--- config.mk ---
export PLATFORM = sky130hd
export DESIGN_NAME = apb_uart_tx
export DESIGN_NICKNAME = d
export VERILOG_FILES = /design/src/rtl/apb_uart_tx_pkg.sv /design/src/rtl/uart_sync_fifo.sv /design/src/rtl/apb_uart_tx.sv
export SDC_FILE = /design/constraint.sdc
export NUM_CORES = 1
export LEC_CHECK = 0
export BUFFER_PORTS_ARGS = -buffer_cell sky130_fd_sc_hd__buf_2
export CAP_MARGIN = 40
export CORE_AREA = 2 2 140 128
export CTS_CLUSTER_SIZE = 24
export DETAILED_ROUTE_END_ITERATION = 7
export DIE_AREA = 0 0 142 130
export PLACE_DENSITY = 0.77
export SYNTH_ARGS = -nofsm -noshare
export SYNTH_HDL_FRONTEND = slang
export SYNTH_HIERARCHICAL = 1
export SYNTH_SLANG_ARGS = --single-unit
--- constraint.sdc ---
create_clock -name clk -period 4.9 [get_ports clk]
set_input_delay 0.49 -clock clk [delete_from_list [all_inputs] [get_ports clk]]
set_output_delay 0.49 -clock clk [all_outputs]
set_load 0.01 [all_outputs]
--- src/rtl/apb_uart_tx_pkg.sv ---
// apb_uart_tx shared types: register offsets, FSM states, CTRL layout.
// Also holds the frame parity helper used when a frame is latched.
package apb_uart_tx_pkg;

  localparam logic [4:0] REG_TXDATA = 5'h00;
  localparam logic [4:0] REG_CTRL   = 5'h04;
  localparam logic [4:0] REG_BAUD   = 5'h08;
  localparam logic [4:0] REG_STATUS = 5'h0C;
  localparam logic [4:0] REG_INTEN  = 5'h10;

  localparam logic [1:0] PAR_NONE = 2'b00;
  localparam logic [1:0] PAR_EVEN = 2'b01;
  localparam logic [1:0] PAR_ODD  = 2'b10;

  typedef enum logic [2:0] {
    IDLE,
    START,
    DATA,
    PARITY,
    STOP
  } tx_state_e;

  typedef struct packed {
    logic       cts_en;
    logic       en;
    logic       stop2;
    logic [1:0] par;
    logic [1:0] dlen;
  } ctrl_t;

  function automatic logic par_on(logic [1:0] par);
    return (par == PAR_EVEN) || (par == PAR_ODD);
  endfunction

  // Only the DLEN+5 transmitted bits contribute to parity.
  function automatic logic par_bit(logic [7:0] d,
                                   logic [1:0] dlen,
                                   logic [1:0] par);
    logic [7:0] m;
    m = ~(8'hFF << (4'(dlen) + 4'd5));
    return (^(d & m)) ^ (par == PAR_ODD);
  endfunction

endpackage

--- src/rtl/uart_sync_fifo.sv ---
// Synchronous FIFO with flush and level output.
// A push while full is dropped; flush overrides push and pop.
module uart_sync_fifo #(
  parameter int WIDTH = 8,
  parameter int DEPTH = 16,
  localparam int AW = $clog2(DEPTH)
) (
  input  logic             clk,
  input  logic             rst_n,
  input  logic             push_i,
  input  logic [WIDTH-1:0] data_i,
  input  logic             pop_i,
  input  logic             flush_i,
  output logic [WIDTH-1:0] data_o,
  output logic             full_o,
  output logic             empty_o,
  output logic [AW:0]      level_o
);

  logic [WIDTH-1:0] mem_q [DEPTH];
  logic [AW-1:0]    wp_q, rp_q;
  logic [AW:0]      cnt_q;
  logic             do_push, do_pop;

  assign full_o  = cnt_q == (AW+1)'(DEPTH);
  assign empty_o = cnt_q == '0;
  assign do_push = push_i & ~full_o & ~flush_i;
  assign do_pop  = pop_i & ~empty_o & ~flush_i;
  assign data_o  = mem_q[rp_q];
  assign level_o = cnt_q;

  always_ff @(posedge clk) begin
    if (!rst_n || flush_i) begin
      wp_q  <= '0;
      rp_q  <= '0;
      cnt_q <= '0;
    end else begin
      if (do_push) wp_q <= wp_q + 1'b1;
      if (do_pop)  rp_q <= rp_q + 1'b1;
      cnt_q <= cnt_q + (AW+1)'(do_push)
                     - (AW+1)'(do_pop);
    end
  end

  always_ff @(posedge clk) begin
    if (do_push) mem_q[wp_q] <= data_i;
  end

endmodule

--- src/rtl/apb_uart_tx.sv ---
// APB-programmable UART transmitter with TX FIFO,
// runtime frame format, baud divisor and CTS flow control.
import apb_uart_tx_pkg::*;

module apb_uart_tx #(
  parameter int          APB_ADDR_WIDTH = 12,
  parameter int          APB_DATA_WIDTH = 32,
  parameter int          FIFO_DEPTH     = 16,
  parameter int          DIV_WIDTH      = 16,
  parameter int unsigned DIV_RESET      = 'd867
) (
  input  logic                      clk,
  input  logic                      reset_n,
  input  logic [APB_ADDR_WIDTH-1:0] apb_paddr,
  input  logic                      apb_psel,
  input  logic                      apb_penable,
  input  logic                      apb_pwrite,
  input  logic [APB_DATA_WIDTH-1:0] apb_pwdata,
  output logic                      apb_pready,
  output logic [APB_DATA_WIDTH-1:0] apb_prdata,
  output logic                      apb_pslverr,
  input  logic                      cts_n,
  output logic                      tx,
  output logic                      irq
);

  localparam int LW = $clog2(FIFO_DEPTH) + 1;

  logic                 access, wr, mapped;
  logic [4:0]           addr;
  ctrl_t                ctrl_q;
  logic [DIV_WIDTH-1:0] div_q;
  logic                 ie_q;
  logic                 f_push, f_pop, f_flush;
  logic                 f_full, f_empty;
  logic [7:0]           f_data;
  logic [LW-1:0]        f_level;
  logic                 cts_s1_q, cts_s2_q;
  tx_state_e            state_q;
  logic [DIV_WIDTH-1:0] cnt_q, fdiv_q;
  logic [2:0]           bit_q;
  logic [7:0]           sh_q;
  logic [1:0]           fdlen_q, fpar_q;
  logic                 fstop2_q, fpb_q, stop2nd_q;
  logic                 tx_q, irq_q;
  logic                 start_ok, bit_end, frame_end;
  logic                 unused_bits;

  assign unused_bits = ^{apb_paddr, apb_pwdata};

  assign access = apb_psel & apb_penable;
  assign wr     = access & apb_pwrite;
  assign addr   = apb_paddr[4:0];
  assign mapped = addr inside {REG_TXDATA, REG_CTRL,
                               REG_BAUD, REG_STATUS,
                               REG_INTEN};

  assign apb_pready  = access;
  assign apb_pslverr = access & (~mapped | (apb_pwrite &
    ((addr == REG_TXDATA && f_full) ||
     addr == REG_STATUS)));

  always_comb begin
    apb_prdata = '0;
    if (access) begin
      case (addr)
        REG_CTRL:   apb_prdata[6:0] = ctrl_q;
        REG_BAUD:   apb_prdata[DIV_WIDTH-1:0] = div_q;
        REG_STATUS: begin
          apb_prdata[0]    = state_q != IDLE;
          apb_prdata[1]    = f_full;
          apb_prdata[2]    = f_empty;
          apb_prdata[15:8] = 8'(f_level);
        end
        REG_INTEN:  apb_prdata[0] = ie_q;
        default:    apb_prdata = '0;
      endcase
    end
  end

  always_ff @(posedge clk) begin
    if (!reset_n) begin
      ctrl_q <= '0;
      div_q  <= DIV_WIDTH'(DIV_RESET);
      ie_q   <= 1'b0;
    end else if (wr) begin
      case (addr)
        REG_CTRL:  ctrl_q <= ctrl_t'(apb_pwdata[6:0]);
        REG_BAUD:  div_q  <= apb_pwdata[DIV_WIDTH-1:0];
        REG_INTEN: ie_q   <= apb_pwdata[0];
        default:   ;
      endcase
    end
  end

  assign f_push  = wr && addr == REG_TXDATA;
  assign f_flush = wr && addr == REG_CTRL && apb_pwdata[7];

  uart_sync_fifo #(
    .WIDTH (8),
    .DEPTH (FIFO_DEPTH)
  ) u_fifo (
    .clk     (clk),
    .rst_n   (reset_n),
    .push_i  (f_push),
    .data_i  (apb_pwdata[7:0]),
    .pop_i   (f_pop),
    .flush_i (f_flush),
    .data_o  (f_data),
    .full_o  (f_full),
    .empty_o (f_empty),
    .level_o (f_level)
  );

  always_ff @(posedge clk) begin
    if (!reset_n) begin
      cts_s1_q <= 1'b1;
      cts_s2_q <= 1'b1;
    end else begin
      cts_s1_q <= cts_n;
      cts_s2_q <= cts_s1_q;
    end
  end

  assign start_ok  = ctrl_q.en & ~f_empty &
                     (~ctrl_q.cts_en | ~cts_s2_q);
  assign bit_end   = cnt_q == fdiv_q;
  assign frame_end = state_q == STOP && bit_end &&
                     (!fstop2_q || stop2nd_q);
  assign f_pop     = start_ok &&
                     (state_q == IDLE || frame_end);

  always_ff @(posedge clk) begin
    if (!reset_n) begin
      state_q   <= IDLE;
      tx_q      <= 1'b1;
      cnt_q     <= '0;
      bit_q     <= '0;
      sh_q      <= '0;
      fdlen_q   <= '0;
      fpar_q    <= PAR_NONE;
      fstop2_q  <= 1'b0;
      fdiv_q    <= '0;
      fpb_q     <= 1'b0;
      stop2nd_q <= 1'b0;
    end else begin
      cnt_q <= bit_end ? '0 : cnt_q + 1'b1;
      if (f_pop) begin
        // Frame format is frozen here for the whole frame.
        state_q   <= START;
        tx_q      <= 1'b0;
        cnt_q     <= '0;
        sh_q      <= f_data;
        fdlen_q   <= ctrl_q.dlen;
        fpar_q    <= ctrl_q.par;
        fstop2_q  <= ctrl_q.stop2;
        fdiv_q    <= div_q;
        fpb_q     <= par_bit(f_data, ctrl_q.dlen,
                             ctrl_q.par);
        stop2nd_q <= 1'b0;
      end else begin
        case (state_q)
          IDLE: begin
            tx_q  <= 1'b1;
            cnt_q <= '0;
          end
          START: if (bit_end) begin
            state_q <= DATA;
            bit_q   <= '0;
            tx_q    <= sh_q[0];
          end
          DATA: if (bit_end) begin
            if (bit_q == 3'(fdlen_q) + 3'd4) begin
              if (par_on(fpar_q)) begin
                state_q <= PARITY;
                tx_q    <= fpb_q;
              end else begin
                state_q <= STOP;
                tx_q    <= 1'b1;
              end
            end else begin
              bit_q <= bit_q + 1'b1;
              sh_q  <= sh_q >> 1;
              tx_q  <= sh_q[1];
            end
          end
          PARITY: if (bit_end) begin
            state_q <= STOP;
            tx_q    <= 1'b1;
          end
          STOP: if (bit_end) begin
            if (frame_end) state_q <= IDLE;
            else           stop2nd_q <= 1'b1;
          end
          default: state_q <= IDLE;
        endcase
      end
    end
  end

  always_ff @(posedge clk) begin
    if (!reset_n) irq_q <= 1'b0;
    else irq_q <= ie_q & f_empty & (state_q == IDLE);
  end

  assign tx  = tx_q;
  assign irq = irq_q;

endmodule

After elaboration in Yosys (flattened, before gate mapping)
Memories as Yosys holds them, arrays and structs flattened. A register that Yosys moved wholly into a read port is not among the register bits.
Index checks and enable logic that the tools add are counted.
{"block": "classes", "multipliers": 0, "magnitude_cmp": 0, "reduce_logical": 35, "mux": 34, "shifts": 1, "n_addsub": 8, "n_bitwise": 27, "n_eq_ne": 29, "n_div": 0}
{"cell": "2-to-1 mux 8 bit", "count": 4}
{"cell": "2-to-1 mux 3 bit", "count": 10}
{"cell": "!= test 3 x 2 -> 1 bit (second input constant)", "count": 6}
{"cell": "adder 16 x 1 -> 16 bit (second input constant)", "count": 1}
{"cell": "equality test 16 bit", "count": 1}
{"cell": "2-to-1 mux 16 bit", "count": 1}
{"cell": "one-hot mux 8 bit (2 select lines)", "count": 1}
{"cell": "one-hot mux 3 bit (5 select lines)", "count": 1}
{"cell": "!= test 2 bit (second input constant)", "count": 7}
{"cell": "AND reduction 7 bit", "count": 2}
{"cell": "bitwise AND 1 bit", "count": 12}
{"cell": "equality test 5 x 4 -> 1 bit (second input constant)", "count": 2}
{"cell": "equality test 5 bit (second input constant)", "count": 2}
{"cell": "zero test 5 bit", "count": 2}
{"cell": "2-to-1 mux 1 bit", "count": 10}
{"cell": "inverter 1 bit", "count": 10}
{"cell": "nonzero test 5 bit", "count": 2}
{"cell": "adder 4 x 1 -> 4 bit (second input constant)", "count": 2}
{"cell": "bitwise AND 8 bit", "count": 1}
{"cell": "2-to-1 mux 4 bit", "count": 2}
{"cell": "inverter 8 bit", "count": 1}
{"cell": "one-hot mux 1 bit (4 select lines)", "count": 2}
{"cell": "one-hot mux 4 bit (2 select lines)", "count": 1}
{"cell": "parity 8 bit", "count": 1}
{"cell": "30 further kinds", "count": 50}
{"block": "word_totals", "n_memories": 1, "ramBits": 128, "output_inout_bits": 36, "latchBits": 0, "regBits": 94, "wordCells": 160, "mem_bits_ro": 0, "in_bits": 50}
{"name": "u_fifo.mem_q", "words": 16, "word_bits": 8, "read_ports": 1, "rd_clocked_by_memory_dff": 1, "write_ports": 1, "line": "uart_sync_fifo.sv:20", "rtl": "logic [WIDTH-1:0] mem_q [DEPTH];"}

Logic depth before layout (Yosys ltp)
{"block": "depth", "ltp_word": 9, "ltp_mapped": 19}

Hierarchy
The synthesis kept the hierarchy.
{"module": "uart_sync_fifo", "cells_each": 305, "seq_area_each_um2": 4184.0, "n_inst": 1, "area_each_um2": 5811.8}
{"module": "apb_uart_tx", "cells_each": 459, "seq_area_each_um2": 1621.6, "n_inst": 1, "area_each_um2": 4066.4}

Worst setup path before layout
OpenSTA, ideal clock, no wires.
{"block": "synth_timing", "path_type": "register to register", "from": "register u_fifo.cnt_q[3], in the netlist u_fifo/level_o[3]", "to": "register u_fifo.cnt_q[4], in the netlist u_fifo/level_o[4]", "path_stages_with_launch": 20, "path_buffers": 2, "arrival_ns": 3.487, "setup_slack_ns": 1.343, "setup_ns": 0.070, "cell_sequence": "dfxtp_1 inv_1 ha_1 or4b_1 inv_1 nand4b_1 nand2b_1 o22ai_2 buf_4 buf_4 nand2_1 nor2_1 ha_1 inv_1 ha_1 fa_1 a21oi_1 nor2_1 or3_1 a21oi_1"}
{"block": "synth_via", "elab_chain_cells": 8}
{"item": "start, declared", "line": "uart_sync_fifo.sv:22", "rtl": "logic [AW:0] cnt_q;"}
{"item": "start signal, assigned", "line": "uart_sync_fifo.sv:40", "rtl": "cnt_q <= cnt_q + (AW+1)'(do_push)"}
{"item": "zero test 5 bit", "line": "uart_sync_fifo.sv:26", "rtl": "assign empty_o = cnt_q == '0;"}
{"item": "named net f_empty", "line": "apb_uart_tx.sv:35", "rtl": "logic f_full, f_empty;"}
{"item": "inverter 1 bit", "line": "apb_uart_tx.sv:125", "rtl": "assign start_ok = ctrl_q.en & ~f_empty &"}
{"item": "bitwise AND 1 bit (2 in series)", "line": "apb_uart_tx.sv:125"}
{"item": "logical AND 1 bit", "line": "apb_uart_tx.sv:130", "rtl": "assign f_pop = start_ok &&"}
{"item": "named net f_pop", "line": "apb_uart_tx.sv:34", "rtl": "logic f_push, f_pop, f_flush;"}
{"item": "bitwise AND 1 bit (2 in series)", "line": "uart_sync_fifo.sv:28", "rtl": "assign do_pop = pop_i & ~empty_o & ~flush_i;"}
{"item": "subtractor 5 x 1 -> 5 bit", "line": "uart_sync_fifo.sv:41", "rtl": "- (AW+1)'(do_pop);"}
The timed path passes the listed nets, and every way through them passes these cells.
A chain may end at the register's enable or synchronous reset.

Worst setup path after layout
{"block": "layout_timing", "from": "register u_fifo.cnt_q[3], in the netlist u_fifo/level_o[3]", "to": "register u_fifo.cnt_q[4], in the netlist u_fifo/level_o[4]"}
{"block": "layout_via", "elab_chain_cells": 8}
{"item": "zero test 5 bit (*)", "line": "uart_sync_fifo.sv:26"}
{"item": "named net f_empty", "line": "apb_uart_tx.sv:35"}
{"item": "inverter 1 bit (*)", "line": "uart_sync_fifo.sv:28, apb_uart_tx.sv:125"}
{"item": "bitwise AND 1 bit (2 in series)", "line": "apb_uart_tx.sv:125"}
{"item": "logical AND 1 bit", "line": "apb_uart_tx.sv:130"}
{"item": "bitwise AND 1 bit (*) (2 in series)", "line": "uart_sync_fifo.sv:28"}
{"item": "subtractor 5 x 1 -> 5 bit (*)", "line": "uart_sync_fifo.sv:41"}
The timed path passes the listed nets; every way through them passes the cells marked *.

==> results.cfg <==
[drt]
wirelength_microns = 20200
dr.pass1.iters = 5
ant_nets = 0
drtIter0Drc = 349
vias = 6028
drc_errors = 0
vias_per_cell = 5.80
wl_per_cell_microns = 19.4

[final_layout]
fillers = 1256
seq_area_sq_um = 5810
multi_input_area_sq_um = 3760
mostFrequentLayoutCells = edfxtp_1 (128), dfxtp_1 (97), nand2_1 (61), nor2_1 (52), buf_2 (46)
antenna_cells = 0
layout_commonest_cell = edfxtp_1
drive_above_1_share_pct = 13.2
fin_util_pct = 63.4
syn_to_final_growth_pct = 10.4
num-nets-final = 872
fin_area_sq_um = 10900

[sta]
finalCriticalPeriod_ns = 3.77
period_share_pct = 76.8
relSlewSlack_pct = 36.7
slew_violations = 0
tightestPinTransition_ns = 0.947
finalHoldWorstSlack_ns = 0.171
rsz0062_at_grt = no
max_clock_freq_mhz = 266
finalSetupTns_ns = 0
setup_viol_count_final = 0
fin_worst_skew_ns = 0.0161
hold_viol_final = 0

[worst_setup_path]
critical-path-top-delay-family = simple AND/OR/NAND/NOR gates
path_cells = inv_1 -> ha_1 -> or4b_1 -> inv_1 -> nand4b_1 -> nand2b_1 -> o22ai_4 -> nand2_1 -> nor2_1 -> ha_1 -> inv_1 -> ha_1 -> fa_1 -> a21oi_1 -> nor2_1 -> or3_1 -> a21oi_1
crit_path_end_kind = flop
arrival_ns = 4.19
crit_path_start_kind = flop
reg2regPathDepth = 17
cp_data_required_time_ns = 5.32
r2r_end = u_fifo/level_o[4]
path_max_fanout = 5
r2r_slack_ns = 1.13
r2r-start = u_fifo/level_o[3]
path_class = reg2reg
cp_slowest_stage_delay_ns = 0.56
cp_slowest_cell = or4b_1
critPathBufInv = 3

[clock_network]
cts_buffer_depth = 3
ctsResizeCount = 0
clock-root-buffer = clkbuf_16
numCtsBuffers = 23
hold_buffers = 0
post-cts-setup-buffers = 0
clock_latency_ns = 0.51
htreeDepth = 1
clkSinkCount = 226
clkTransAtPathRegs_ns = 0.06
tritoncts = built

[place]
io_buffer_count = 46
place_congestion = 0.817
dp_hpwl_microns = 13300
place_area_sq_um = 10200

[floorplan]
rows = 46
dieArea_sq_um = 18500
chipHeight_microns = 130
start_util_pct = 57.4
placeableCoreArea_sq_um = 17200
die_w_microns = 142
ios = 86

[power_and_ir_drop]
ir_drop_mv = 0.288
p_int_mw = 2.96
p_clk_share_pct = 43.6
power_frac_seq_pct = 54.4
power_density_nw_per_um2 = 338
leakage_nw = 3.96
p_sw_mw = 0.723
comb_power_share_pct = 2.0
p_total_mw = 3.68
p_sw_share_pct = 19.6

[yosys]
ys_types = 59
syn-mean-instance-area_sq_um = 12.9
synthArstFlopShare_pct = 0
ys_warn_count = 6
syn_area_sq_um = 9880
synth_cells = 764
synth-seq-cells = 226
ys.flop_type = edfxtp_1
synth_area_leaders = edfxtp_1 (39%), dfxtp_1 (20%), mux4_2 (4.1%)
yosysTopAreaCellShare_pct = 38.9
synth_edf_count = 128
yosysSeqAreaShare_pct = 58.8
yosysTopAreaCell = edfxtp_1

[worst_hold_path]
holdCritPathClass = in2reg
min_path_cells = 2
min_to = cts_s1_q
hold_path.startpoint = cts_n

[global_routing]
grt_max_degree = 46
gr-total-overflow = 0
grt_usage_pct = 22.4
grt_antenna_before_repair = 0
grt_pass1_vias = 5908
grt_pass1_wl_microns = 31900

[run_status]
status = finished, final reports clean

[run]
max_cap_viol_count = 0
-- worst max-delay path by stage --
stage,from,to,depth (start not counted)
finish,u_fifo/level_o[3],u_fifo/level_o[4],17
global route,u_fifo/level_o[2],u_fifo/level_o[4],17
CTS,u_fifo/level_o[2],u_fifo/level_o[4],17
detailed placement,apb_paddr[2],u_fifo/level_o[4],13
global placement,apb_paddr[2],u_fifo/level_o[4],13
floorplan,u_fifo/level_o[3],u_fifo/level_o[4],19
-- flip-flops by register name, indices dropped and copies added, names as in the netlist, named ones only --
| name | count |
|---|---|
| tx | 1 |
| cnt_q | 16 |
| fdlen_q | 2 |
| cts_s2_q | 1 |
| ie_q | 1 |
| sh_q | 8 |
| stop2nd_q | 1 |
| fpb_q | 1 |
| u_fifo/level_o | 5 |
| u_fifo/rp_q | 4 |
| u_fifo/mem_q | 128 |
| fdiv_q | 16 |
| irq | 1 |
| ctrl_q | 7 |
| div_q | 16 |
| state_q | 3 |
| bit_q | 3 |
| u_fifo/wp_q | 4 |
| cts_s1_q | 1 |
| fstop2_q | 1 |
| fpar_q | 2 |
-- per-layer routing --
metal / share of wire, % / global-route usage [%]
met1: 43 / 31.2
met2: 49 / 37.4
met3: 6.1 / 2.50
met4: 2.1 / 7.06
met5: 0 / 0
-- per-stage QoR --
| step | std cells | setup slack (ns) |
|---|---|---|
| final | 1039 | 1.13 |
| after global routing | 1039 | 0.987 |
| after CTS | 1039 | 1.16 |
| after detailed placement | 999 | 1.12 |
| after global placement | 997 | 1.27 |
| after floorplan | 779 | 1.34 |
-- power by group through the flow --
stage / registers [mW] / logic [mW] / clock network (mW)
after floorplan: 2.04 / 0.0434 / 0
after global placement: 2.04 / 0.0701 / 0
after detailed placement: 2.04 / 0.0734 / 0
after CTS: 2.00 / 0.0734 / 1.63
after global routing: 2.00 / 0.0819 / 1.71
final: 2.00 / 0.0740 / 1.61
-- final cells by class --
class,count,area share [%]
sequential,226,53.2
multi-input combinational,486,34.5
clock buffer,35,5.78
timing repair buffer,54,2.91
tap,216,2.48
inverter,17,0.585
clock inverter,5,0.505
-- synth_stat cells, drive strengths merged, types with 17 or more instances --
library cell	number
a22oi	22
and2	18
buf	31
dfxtp	98
edfxtp	128
inv	17
mux2i	37
mux4	32
nand2	61
nand3	22
nor2	52
nor2b	33
xnor2	19
xor2	28
-- worst register-to-register path, stage by stage, from the launching register on --
cell      delay (ns)
dfxtp_1         0.33
inv_1           0.09
ha_1            0.16
or4b_1          0.56
inv_1           0.15
nand4b_1        0.18
nand2b_1        0.17
o22ai_4         0.08
nand2_1         0.16
nor2_1          0.08
ha_1            0.28
inv_1           0.04
ha_1            0.20
fa_1            0.42
a21oi_1         0.19
nor2_1          0.08
or3_1           0.36
a21oi_1         0.16
-- cells by family (layout without fill, tap and decap cells) --
logic type                 Yosys count  count (layout)  share of synthesized area [%]
DFF                                226             226                           58.8
adders and majority gates           14              14                           1.85
and+or+nand+nor                    256             256                           13.5
other                                1              16                         0.0380
AOI/OAI and AO/OA                   77              77                           5.54
xor gates and xnor gates            47              47                           4.17
muxes                               76              76                           12.4
buffers and inverters               67             111                           3.80
Power figures use the tool's default switching activity.
